**src/rtl/kgd_fill.sv**
```systemverilog
// Memory-fill engine: a Wishbone slave register block driving a Wishbone master that
// fills (MODE=0) or inverts in place (MODE=1) a byte range inside a graphics controller.
module kgd_fill (
    input  logic        wb_clk_i,
    input  logic        wb_rst_i,
    input  logic [2:0]  wb_adr_i,
    input  logic [15:0] wb_dat_i,
    output logic [15:0] wb_dat_o,
    input  logic        wb_cyc_i,
    input  logic        wb_stb_i,
    input  logic        wb_we_i,
    input  logic [1:0]  wb_sel_i,
    output logic        wb_ack_o,
    output logic [2:0]  m_adr_o,
    output logic [15:0] m_dat_o,
    input  logic [15:0] m_dat_i,
    output logic        m_cyc_o,
    output logic        m_stb_o,
    output logic        m_we_o,
    output logic [1:0]  m_sel_o,
    input  logic        m_ack_i,
    output logic        busy_o
);

    typedef enum logic [2:0] {
        S_IDLE = 3'd0, S_SETA = 3'd1, S_RDAT = 3'd2,
        S_WDAT = 3'd3, S_GAP  = 3'd4, S_FIN  = 3'd5
    } state_t;

    state_t      state_q, state_d, prev_q, prev_d;
    logic [13:0] addr_q, addr_d, rem_q, rem_d;
    logic [7:0]  pat_q, pat_d, cap_q, cap_d;
    logic        mode_q, mode_d, done_q, done_d, abort_q, abort_d;
    logic        ack_q, ack_d;
    logic [15:0] rdat_q, rdat_d;
    logic [2:0]  m_adr_q, m_adr_d;
    logic [15:0] m_dat_q, m_dat_d;
    logic [1:0]  m_sel_q, m_sel_d;
    logic        m_cyc_q, m_cyc_d, m_we_q, m_we_d, busy_q, busy_d;

    logic        busy_s, acc_s, wr_idle_s, go_s, abort_wr_s;
    logic        wr_csr_s, wr_start_s, wr_cnt_s, wr_pat_s;
    logic        unused_s;

    assign busy_s     = (state_q != S_IDLE);
    assign acc_s      = wb_cyc_i & wb_stb_i & ~ack_q;
    assign wr_idle_s  = acc_s & wb_we_i & ~busy_s;
    assign wr_csr_s   = wr_idle_s & (wb_adr_i[2:1] == 2'b00);
    assign wr_start_s = wr_idle_s & (wb_adr_i[2:1] == 2'b01);
    assign wr_cnt_s   = wr_idle_s & (wb_adr_i[2:1] == 2'b10);
    assign wr_pat_s   = wr_idle_s & (wb_adr_i[2:1] == 2'b11);
    assign go_s       = wr_csr_s & wb_sel_i[0] & wb_dat_i[0];
    assign abort_wr_s = acc_s & wb_we_i & busy_s & (wb_adr_i[2:1] == 2'b00)
                        & wb_sel_i[0] & wb_dat_i[2];
    assign unused_s   = ^{wb_adr_i[0], m_dat_i[15:8]};

    // Slave acknowledge and registered read data
    always_comb begin
        ack_d  = wb_cyc_i & wb_stb_i & ~ack_q;
        rdat_d = 16'h0000;
        if (acc_s && !wb_we_i) begin
            case (wb_adr_i[2:1])
                2'b00:   rdat_d = {busy_s, 7'd0, done_q, 5'd0, mode_q, 1'b0};
                2'b01:   rdat_d = {2'b00, addr_q};
                2'b10:   rdat_d = {2'b00, rem_q};
                2'b11:   rdat_d = {8'h00, pat_q};
                default: rdat_d = 16'h0000;
            endcase
        end else begin
            rdat_d = 16'h0000;
        end
    end

    // START/COUNT double as the working address and remaining count
    always_comb begin
        addr_d  = addr_q;
        rem_d   = rem_q;
        pat_d   = pat_q;
        mode_d  = mode_q;
        done_d  = done_q;
        abort_d = abort_q;
        cap_d   = cap_q;
        if (busy_s) begin
            if (state_q == S_WDAT && m_ack_i) begin
                addr_d = addr_q + 14'd1;
                rem_d  = rem_q - 14'd1;
            end else begin
                addr_d = addr_q;
                rem_d  = rem_q;
            end
            cap_d   = (state_q == S_RDAT && m_ack_i) ? m_dat_i[7:0] : cap_q;
            abort_d = (state_q == S_FIN) ? 1'b0 : (abort_q | abort_wr_s);
            done_d  = done_q | (state_q == S_FIN);
        end else begin
            addr_d[7:0]  = (wr_start_s && wb_sel_i[0]) ? wb_dat_i[7:0]  : addr_q[7:0];
            addr_d[13:8] = (wr_start_s && wb_sel_i[1]) ? wb_dat_i[13:8] : addr_q[13:8];
            rem_d[7:0]   = (wr_cnt_s && wb_sel_i[0])   ? wb_dat_i[7:0]  : rem_q[7:0];
            rem_d[13:8]  = (wr_cnt_s && wb_sel_i[1])   ? wb_dat_i[13:8] : rem_q[13:8];
            pat_d        = (wr_pat_s && wb_sel_i[0])   ? wb_dat_i[7:0]  : pat_q;
            mode_d       = (wr_csr_s && wb_sel_i[0])   ? wb_dat_i[1]    : mode_q;
            done_d       = done_q & ~go_s;
        end
    end

    // FSM next state; prev remembers which master cycle the GAP follows
    always_comb begin
        state_d = state_q;
        prev_d  = prev_q;
        case (state_q)
            S_IDLE: begin
                if (go_s) begin
                    state_d = (rem_q == 14'd0) ? S_FIN : S_SETA;
                end else begin
                    state_d = S_IDLE;
                end
            end
            S_SETA, S_RDAT, S_WDAT: begin
                if (m_ack_i) begin
                    state_d = S_GAP;
                    prev_d  = state_q;
                end else begin
                    state_d = state_q;
                end
            end
            S_GAP: begin
                if (abort_d) begin
                    state_d = S_FIN;
                end else begin
                    case (prev_q)
                        S_SETA:  state_d = mode_q ? S_RDAT : S_WDAT;
                        S_RDAT:  state_d = S_WDAT;
                        S_WDAT:  state_d = (rem_q == 14'd0) ? S_FIN : S_SETA;
                        default: state_d = S_FIN;
                    endcase
                end
            end
            S_FIN:   state_d = S_IDLE;
            default: state_d = S_IDLE;
        endcase
    end

    // Master outputs decoded from the next state so the flops line up with the state
    always_comb begin
        m_cyc_d = 1'b0;
        m_we_d  = 1'b0;
        m_adr_d = 3'b000;
        m_sel_d = 2'b00;
        m_dat_d = 16'h0000;
        busy_d  = (state_d != S_IDLE);
        case (state_d)
            S_SETA: begin
                m_cyc_d = 1'b1;
                m_we_d  = 1'b1;
                m_adr_d = 3'b100;
                m_sel_d = 2'b11;
                m_dat_d = {2'b00, addr_d};
            end
            S_RDAT: begin
                m_cyc_d = 1'b1;
                m_adr_d = 3'b010;
                m_sel_d = 2'b01;
            end
            S_WDAT: begin
                m_cyc_d = 1'b1;
                m_we_d  = 1'b1;
                m_adr_d = 3'b010;
                m_sel_d = 2'b01;
                m_dat_d = {8'h00, (mode_q ? ~cap_d : pat_q)};
            end
            default: m_cyc_d = 1'b0;
        endcase
    end

    // FSM state register and registered master/busy outputs
    always_ff @(posedge wb_clk_i or posedge wb_rst_i) begin
        if (wb_rst_i) begin
            state_q <= S_IDLE;
            prev_q  <= S_IDLE;
            m_cyc_q <= 1'b0;
            m_we_q  <= 1'b0;
            m_adr_q <= 3'b000;
            m_sel_q <= 2'b00;
            m_dat_q <= 16'h0000;
            busy_q  <= 1'b0;
        end else begin
            state_q <= state_d;
            prev_q  <= prev_d;
            m_cyc_q <= m_cyc_d;
            m_we_q  <= m_we_d;
            m_adr_q <= m_adr_d;
            m_sel_q <= m_sel_d;
            m_dat_q <= m_dat_d;
            busy_q  <= busy_d;
        end
    end

    // Register file, working counters and slave handshake
    always_ff @(posedge wb_clk_i or posedge wb_rst_i) begin
        if (wb_rst_i) begin
            addr_q  <= 14'd0;
            rem_q   <= 14'd0;
            pat_q   <= 8'h00;
            cap_q   <= 8'h00;
            mode_q  <= 1'b0;
            done_q  <= 1'b0;
            abort_q <= 1'b0;
            ack_q   <= 1'b0;
            rdat_q  <= 16'h0000;
        end else begin
            addr_q  <= addr_d;
            rem_q   <= rem_d;
            pat_q   <= pat_d;
            cap_q   <= cap_d;
            mode_q  <= mode_d;
            done_q  <= done_d;
            abort_q <= abort_d;
            ack_q   <= ack_d;
            rdat_q  <= rdat_d;
        end
    end

    assign wb_ack_o = ack_q;
    assign wb_dat_o = rdat_q;
    assign m_cyc_o  = m_cyc_q;
    assign m_stb_o  = m_cyc_q;
    assign m_we_o   = m_we_q;
    assign m_adr_o  = m_adr_q;
    assign m_sel_o  = m_sel_q;
    assign m_dat_o  = m_dat_q;
    assign busy_o   = busy_q;

endmodule

```
**config.mk**
```make
export PLATFORM = sky130hd
export DESIGN_NAME = kgd_fill
export DESIGN_NICKNAME = d
export VERILOG_FILES = /design/src/rtl/kgd_fill.sv
export SDC_FILE = /design/constraint.sdc
export NUM_CORES = 1
export LEC_CHECK = 0
export BUFFER_PORTS_ARGS = -buffer_cell sky130_fd_sc_hd__buf_4
export CORE_ASPECT_RATIO = 0.9
export CORE_MARGIN = 2
export CORE_UTILIZATION = 50
export CTS_CLUSTER_SIZE = 25
export DETAILED_ROUTE_END_ITERATION = 6
export PLACE_DENSITY = 0.76
export REMOVE_ABC_BUFFERS = 1
export SLEW_MARGIN = 10
export SYNTH_ARGS = -nofsm -noshare
export SYNTH_HDL_FRONTEND = slang
export SYNTH_SLANG_ARGS = --single-unit
```
**constraint.sdc**
```tcl
create_clock -name wb_clk_i -period 2.3 [get_ports wb_clk_i]
set_clock_uncertainty 0.05 [all_clocks]
set_input_delay 0.115 -clock wb_clk_i [delete_from_list [all_inputs] [get_ports wb_clk_i]]
set_output_delay 0.115 -clock wb_clk_i [all_outputs]
set_load 0.05 [all_outputs]
```
### Word level (Yosys, flattened, before mapping)

Cells that the tools add are included.

| operators by class | value |
|---|---|
| multiplexer cells | 28 |
| reduce and logical (&&, ||, !) cells | 26 |
| bitwise logic cells | 21 |
| eq/ne operators | 15 |
| add/subtract/negate cells | 2 |

Operators by type and width:

| operator | count |
|---|---|
| case mux 16 bit (4 select lines) | 1 |
| 2-to-1 mux 14 bit | 4 |
| 2-to-1 mux 8 bit | 5 |
| case mux 14 bit (2 select lines) | 1 |
| == test 3 x 2 -> 1 bit (second input constant) | 6 |
| case mux 3 bit (3 select lines) | 2 |
| 2-to-1 mux 16 bit | 1 |
| AND 1 bit | 15 |
| adder 14 x 1 -> 14 bit (second input constant) | 1 |
| zero test 14 bit | 1 |
| subtractor 14 x 1 -> 14 bit (second input constant) | 1 |
| 2-to-1 mux 3 bit | 4 |
| 2-to-1 mux 6 bit | 2 |
| AND reduction 2 bit | 5 |
| == test 3 x 1 -> 1 bit (second input constant) | 3 |
| logical AND 1 bit | 9 |
| inverter 8 bit | 1 |
| == test 3 bit (second input constant) | 2 |
| 2-to-1 mux 1 bit | 6 |
| case mux 3 bit (2 select lines) | 1 |
| nonzero test 3 bit | 2 |
| OR reduction 3 bit | 2 |
| == test 2 bit (second input constant) | 2 |
| case mux 2 bit (2 select lines) | 1 |
| other kinds (9) | 14 |

| storage, ports and cells | value |
|---|---|
| flip-flop bits (word level) | 94 |
| output and inout port bits | 42 |
| input port bits | 43 |

### Depth between registers and ports, before layout

| depth | value |
|---|---|
| depth in word-level cells | 15 |
| depth in mapped cells | 9 |
| depth with buffers taken out | 8 |

### Least setup slack after synthesis

OpenSTA, ideal clock, no wires.

| path | value |
|---|---|
| path type | flip-flop to flip-flop |
| start | register rem_q[0] |
| end | register m_sel_q[0] (netlist: m_sel_o[0]) |
| path slack | -0.023 ns |
| buffers on the path | 1 |
| cell stages (with the launch flop) | 10 |
| data arrival time | 2.138 ns |
| data required time | 2.116 ns |
| period minus slack after synthesis | 2.323 ns |
| cell sequence | dfrtp_1 -> inv_1 -> ha_1 -> or4b_4 -> nand3b_4 -> nor4_4 -> a21oi_2 -> o211ai_4 -> buf_8 -> o21ai_2 |

| between the ends | value |
|---|---|
| cells in the longest elaborated chain, start to end | 8 |
| elaborated cells between the ends (all ways) | 11 |
| classes of those cells | eq/ne (3); mux (6); reduce/logical (2) |

Ends and longest elaborated chain:

| what | line | RTL |
|---|---|---|
| from (decl) | 31 | `logic [13:0] addr_q, addr_d, rem_q, rem_d;` |
| from (signal assigned) | 211 | `rem_q <= rem_d;` |
| zero test 14 bit (*) | 112, 132 |  |
| 2-to-1 mux 3 bit (*) | 112, 132 |  |
| case mux 3 bit (3 select lines) | 129 | `case (prev_q)` |
| 2-to-1 mux 3 bit | 126 | `if (abort_d) begin` |
| case mux 3 bit (3 select lines) (*) | 109 | `case (state_q)` |
| named net state_d[2] | 30 | `state_t state_q, state_d, prev_q, prev_d;` |
| == test 3 x 2 -> 1 bit | 150 | `case (state_d)` |
| OR reduction 2 bit (no source line) | - |  |
| case mux 2 bit (2 select lines) (*) | 150 |  |
| to (signal assigned) | 191 | `m_sel_q <= m_sel_d;` |
| to (decl) | 38 | `logic [1:0] m_sel_q, m_sel_d;` |

Mark *: on every way through the listed nets, which the timed path passes. The rest lies on a longest branch.
A chain may end at the register's enable or synchronous reset.

### Final worst setup path

| path | value |
|---|---|
| start | register rem_q[0] |
| end | register m_dat_q[13] (netlist: m_dat_o[13]) |

| between the ends | value |
|---|---|
| cells in the longest elaborated chain, start to end | 7 |
| elaborated cells between the ends (all ways) | 9 |
| classes of those cells | eq/ne (2); mux (6); reduce/logical (1) |

Ends and longest elaborated chain:

| what | line | RTL |
|---|---|---|
| zero test 14 bit (*) | 112, 132 |  |
| 2-to-1 mux 3 bit (*) | 112, 132 |  |
| case mux 3 bit (3 select lines) | 129 |  |
| 2-to-1 mux 3 bit | 126 |  |
| case mux 3 bit (3 select lines) (*) | 109 |  |
| == test 3 x 2 -> 1 bit or == test 3 x 1 -> 1 bit (tied branches) | 150 |  |
| case mux 14 bit (2 select lines) (*) | 150 |  |
| named net m_dat_d[13] | 37 | `logic [15:0] m_dat_q, m_dat_d;` |
| to (signal assigned) | 192 | `m_dat_q <= m_dat_d;` |
| to (decl) | 37 |  |

Marks and branches as above.

==> flow_metrics.py <==
metrics = {
    "outcome": {
        "status": "finished, violations left",
        "violations": "negative setup slack",
    },
    "sta": {
        "tightest_slew_ns": 0.656,
        "max_freq_mhz": 417,
        "slew_headroom_pct": 56.3,
        "final_max_slew_viol_count": 0,
        "post-route-min-period_ns": 2.40,
        "fin_ws_ns": -0.101,
        "rsz0062_at_grt": "true",
        "hold_viol": 0,
        "period_share_pct": 104,
        "setup_violations": 18,
    },
    "power_and_ir_drop": {
        "p_clk_share_pct": 18.7,
        "p_leak_nw": 2.78,
        "p_int_w": 0.00386,
        "power.total_w": 0.00662,
        "power_density_nw_per_um2": 1110,
        "pwr-share-comb_pct": 45.6,
        "p_switching_w": 0.00275,
        "swShare_pct": 41.6,
        "ir_drop_mv": 0.610,
        "seq_power_share_pct": 35.7,
    },
    "setup_path": {
        "r2r_end": "m_dat_o[13]",
        "startpoint": "rem_q[0]",
        "r2r_slack_ns": -0.10,
        "r2r_cells": 10,
        "crit_type": "register to register",
        "required_ns": 2.49,
        "start_kind": "register",
        "worstReg2RegStart": "rem_q[0]",
        "endpoint_kind": "register",
        "crit_fanout": 7,
        "critPathArrivalTime_ns": 2.59,
    },
    "routing": {
        "avgRoutedWirePerCell_um": 17.6,
        "dr.first_iter.drc_count": 379,
        "drc": 0,
        "firstDrtPassIters": 5,
        "wl_um": 12700,
        "num_vias": 4211,
        "drt.antenna.violating_nets": 0,
        "vias_per_cell": 5.86,
    },
    "placed_design": {
        "io_buffers": 69,
        "dp_hpwl_um": 8930,
        "gp_congestion": 0.974,
        "place_area_um2": 5450,
        "pre_cts_ws_ns": -0.0879,
    },
    "synth": {
        "synth_mux_area_share_pct": 7.02,
        "netlist_area_um2": 4600,
        "ys_ff_latch": 88,
        "synth-compound-area-share_pct": 16.1,
        "synthAdderAreaFrac_pct": 0.544,
        "yosys.area.top_type": "dfrtp_1",
        "yosysSeqAreaShare_pct": 47.9,
        "synth.distinct_cells": 68,
        "synth-simple-area-share_pct": 21.3,
        "synth.most_common_cell": "dfrtp_1",
        "synth_top_family_by_area": "simple AND/OR/NAND/NOR gates",
        "synthArstFlopShare_pct": 100,
        "synth_top_flop_cell": "dfrtp_1",
        "ys_warn_count": 0,
        "synth_top_cells_by_count": "dfrtp_1, nor2_1, nand2_1, o21ai_0, inv_1",
        "syn_avg_cell_area_um2": 9.62,
        "yosys-top-cells-area": "dfrtp_1, o21ai_0, nor2_1",
        "netlist_instances": 478,
        "synth.top_cell.area_share_pct": 47.9,
        "synth-xor-area-share_pct": 0.572,
        "synth_edf_count": 0,
    },
    "clocking": {
        "clock-sinks": 88,
        "clockBufferDepth": 2,
        "cts_buffers": 9,
        "insertion_delay_ns": 0.37,
        "cts_tree": "yes",
        "clk_pin_slew_ns": 0.09,
        "cts-root-buf": "clkbuf_8",
        "h-tree-depth": 3,
    },
    "cells_and_area": {
        "nNetsFinal": 637,
        "design_area_um2": 5990,
        "drive_gt1_share_pct": 31.2,
        "final_util_pct": 66.2,
        "synthToLayoutAreaGrowth_pct": 30.2,
        "diodes": 0,
    },
    "run": {
        "drv_cap": 0,
    },
    "global_route": {
        "grt_pass1_vias": 4028,
        "antenna_found_initial": 0,
        "grt_max_degree": 89,
        "gr-total-overflow": 0,
        "grt_util_all_layers_pct": 26.4,
        "grt_pass1_wl_um": 20300,
    },
    "min_path": {
        "hp-start": "wb_dat_i[13]",
        "hold_depth": 3,
        "min_delay_worst_endpoint": "addr_q[13]",
        "worstHoldPathType": "input port to register",
    },
    "floorplan": {
        "ios": 85,
        "fp.dieW_um": 105,
        "die_y_um": 95.0,
        "dieArea_um2": 9980,
        "start_util_pct": 50.8,
        "rows": 33,
        "core_area_um2": 9040,
    },
}
worst max-delay path, cell delays in order, from the launching register on:
cell and delay (ns):
dfrtp_1 0.41, inv_2 0.08, ha_4 0.12, or4b_4 0.46
nand3b_4 0.19, nor4_4 0.29, a21oi_2 0.11, o211ai_4 0.25
buf_12 0.15, buf_16 0.11, nor4b_1 0.05
cell usage in the layout (no fill, tap or decap), drive strengths merged, types with 3 or more instances in the layout:
cell and instances:
nor2b 7, a31oi 4, or4 4, nand3b 3
nand2 40, nand3 14, or3 3, clkbuf 11
o22a 3, nor4 17, inv 29, dlygate4sd3 17
o21ai 40, nor3 20, a21oi 26, dfrtp 88
buf 119, nand4 6, mux2i 12, o22ai 4
nor2 48, a211oi 4, a22oi 16, mux2 14
conb 4
routing by layer:
| metal | track usage (%) | routed length (µm) | vias up |
|---|---|---|---|
| met5 | 0 | 0 | - |
| met4 | 9.00 | 269 | 0 |
| met3 | 3.93 | 1050 | 30 |
| met2 | 45.2 | 6150 | 225 |
| met1 | 34.6 | 5200 | 2028 |
| li1 | - | - | 1928 |
cell families (layout without fill, tap and decap cells):
logic type / Yosys count / count (layout)
flip-flops: 88 / 88
multiplexers: 28 / 28
buffers and inverters: 63 / 179
adder cells (fa/ha/maj): 2 / 2
XOR/XNOR: 3 / 3
AND/OR/NAND/NOR: 179 / 179
AO/OA/AOI/OAI: 114 / 114
other: 1 / 4
layout make-up:
| type | count | area (µm²) |
|---|---|---|
| clock buffers | 11 | 141 |
| clock inverters | 5 | 86.3 |
| fillers | 722 | 3060 |
| inverters | 27 | 103 |
| multi-input cells | 330 | 2160 |
| flip-flops and latches | 88 | 2200 |
| well taps | 122 | 153 |
| repair buffers | 136 | 1140 |
worst max path at each step:
stage                  end  slack (ns)  cells past startpoint
2_1_floorplan   m_dat_o[4]       -1.59                      6
3_3_place_gp    m_sel_o[0]       -0.03                     10
3_5_place_dp        m_we_o       -0.09                     10
4_1_cts        m_dat_o[13]       -0.06                      9
5_1_grt        m_dat_o[13]       -0.19                     10
6_report       m_dat_o[13]       -0.10                     10
what timing repair did:
action / in CTS / in global routing
gates cloned: 1 / 0
hold endpoints to repair: 105 / 0
setup endpoints to repair: 17 / 26
pin swaps: 4 / 6
resized for setup: 8 / 9
hold buffers: 17 / 0
setup buffers: 1 / 4
sequential cells by signal (all words and copies together) (netlist names):
signal / cells
mode_q: 1
done_q: 1
cap_q: 8
prev_q: 3
m_adr_o: 1
wb_ack_o: 1
rem_q: 14
wb_dat_o: 15
pat_q: 8
busy_o: 1
m_dat_o: 14
addr_q: 14
abort_q: 1
m_sel_o: 2
m_we_o: 1
state_q: 3
power by group through the flow:
stage	Sequential, W	Combinational, W	Clock [W]
3_3_place_gp	0.00236	0.00271	0
4_1_cts	0.00236	0.00291	0.00125
3_5_place_dp	0.00239	0.00278	0
2_1_floorplan	0.00274	0.00136	0
6_report	0.00236	0.00302	0.00124
5_1_grt	0.00242	0.00325	0.00131
through the flow:
step / hold slack, ns / std cells / setup TNS, ns
4_1_cts: 0.0171 / 715 / -0.320
2_1_floorplan: 0.137 / 445 / -83.42
3_3_place_gp: 0.207 / 680 / -0.123
5_1_grt: 0.0580 / 719 / -2.81
3_5_place_dp: 0.216 / 680 / -0.710
6_report: 0.0249 / 719 / -1.16
No activity file was read; power rests on OpenSTA's default activity.
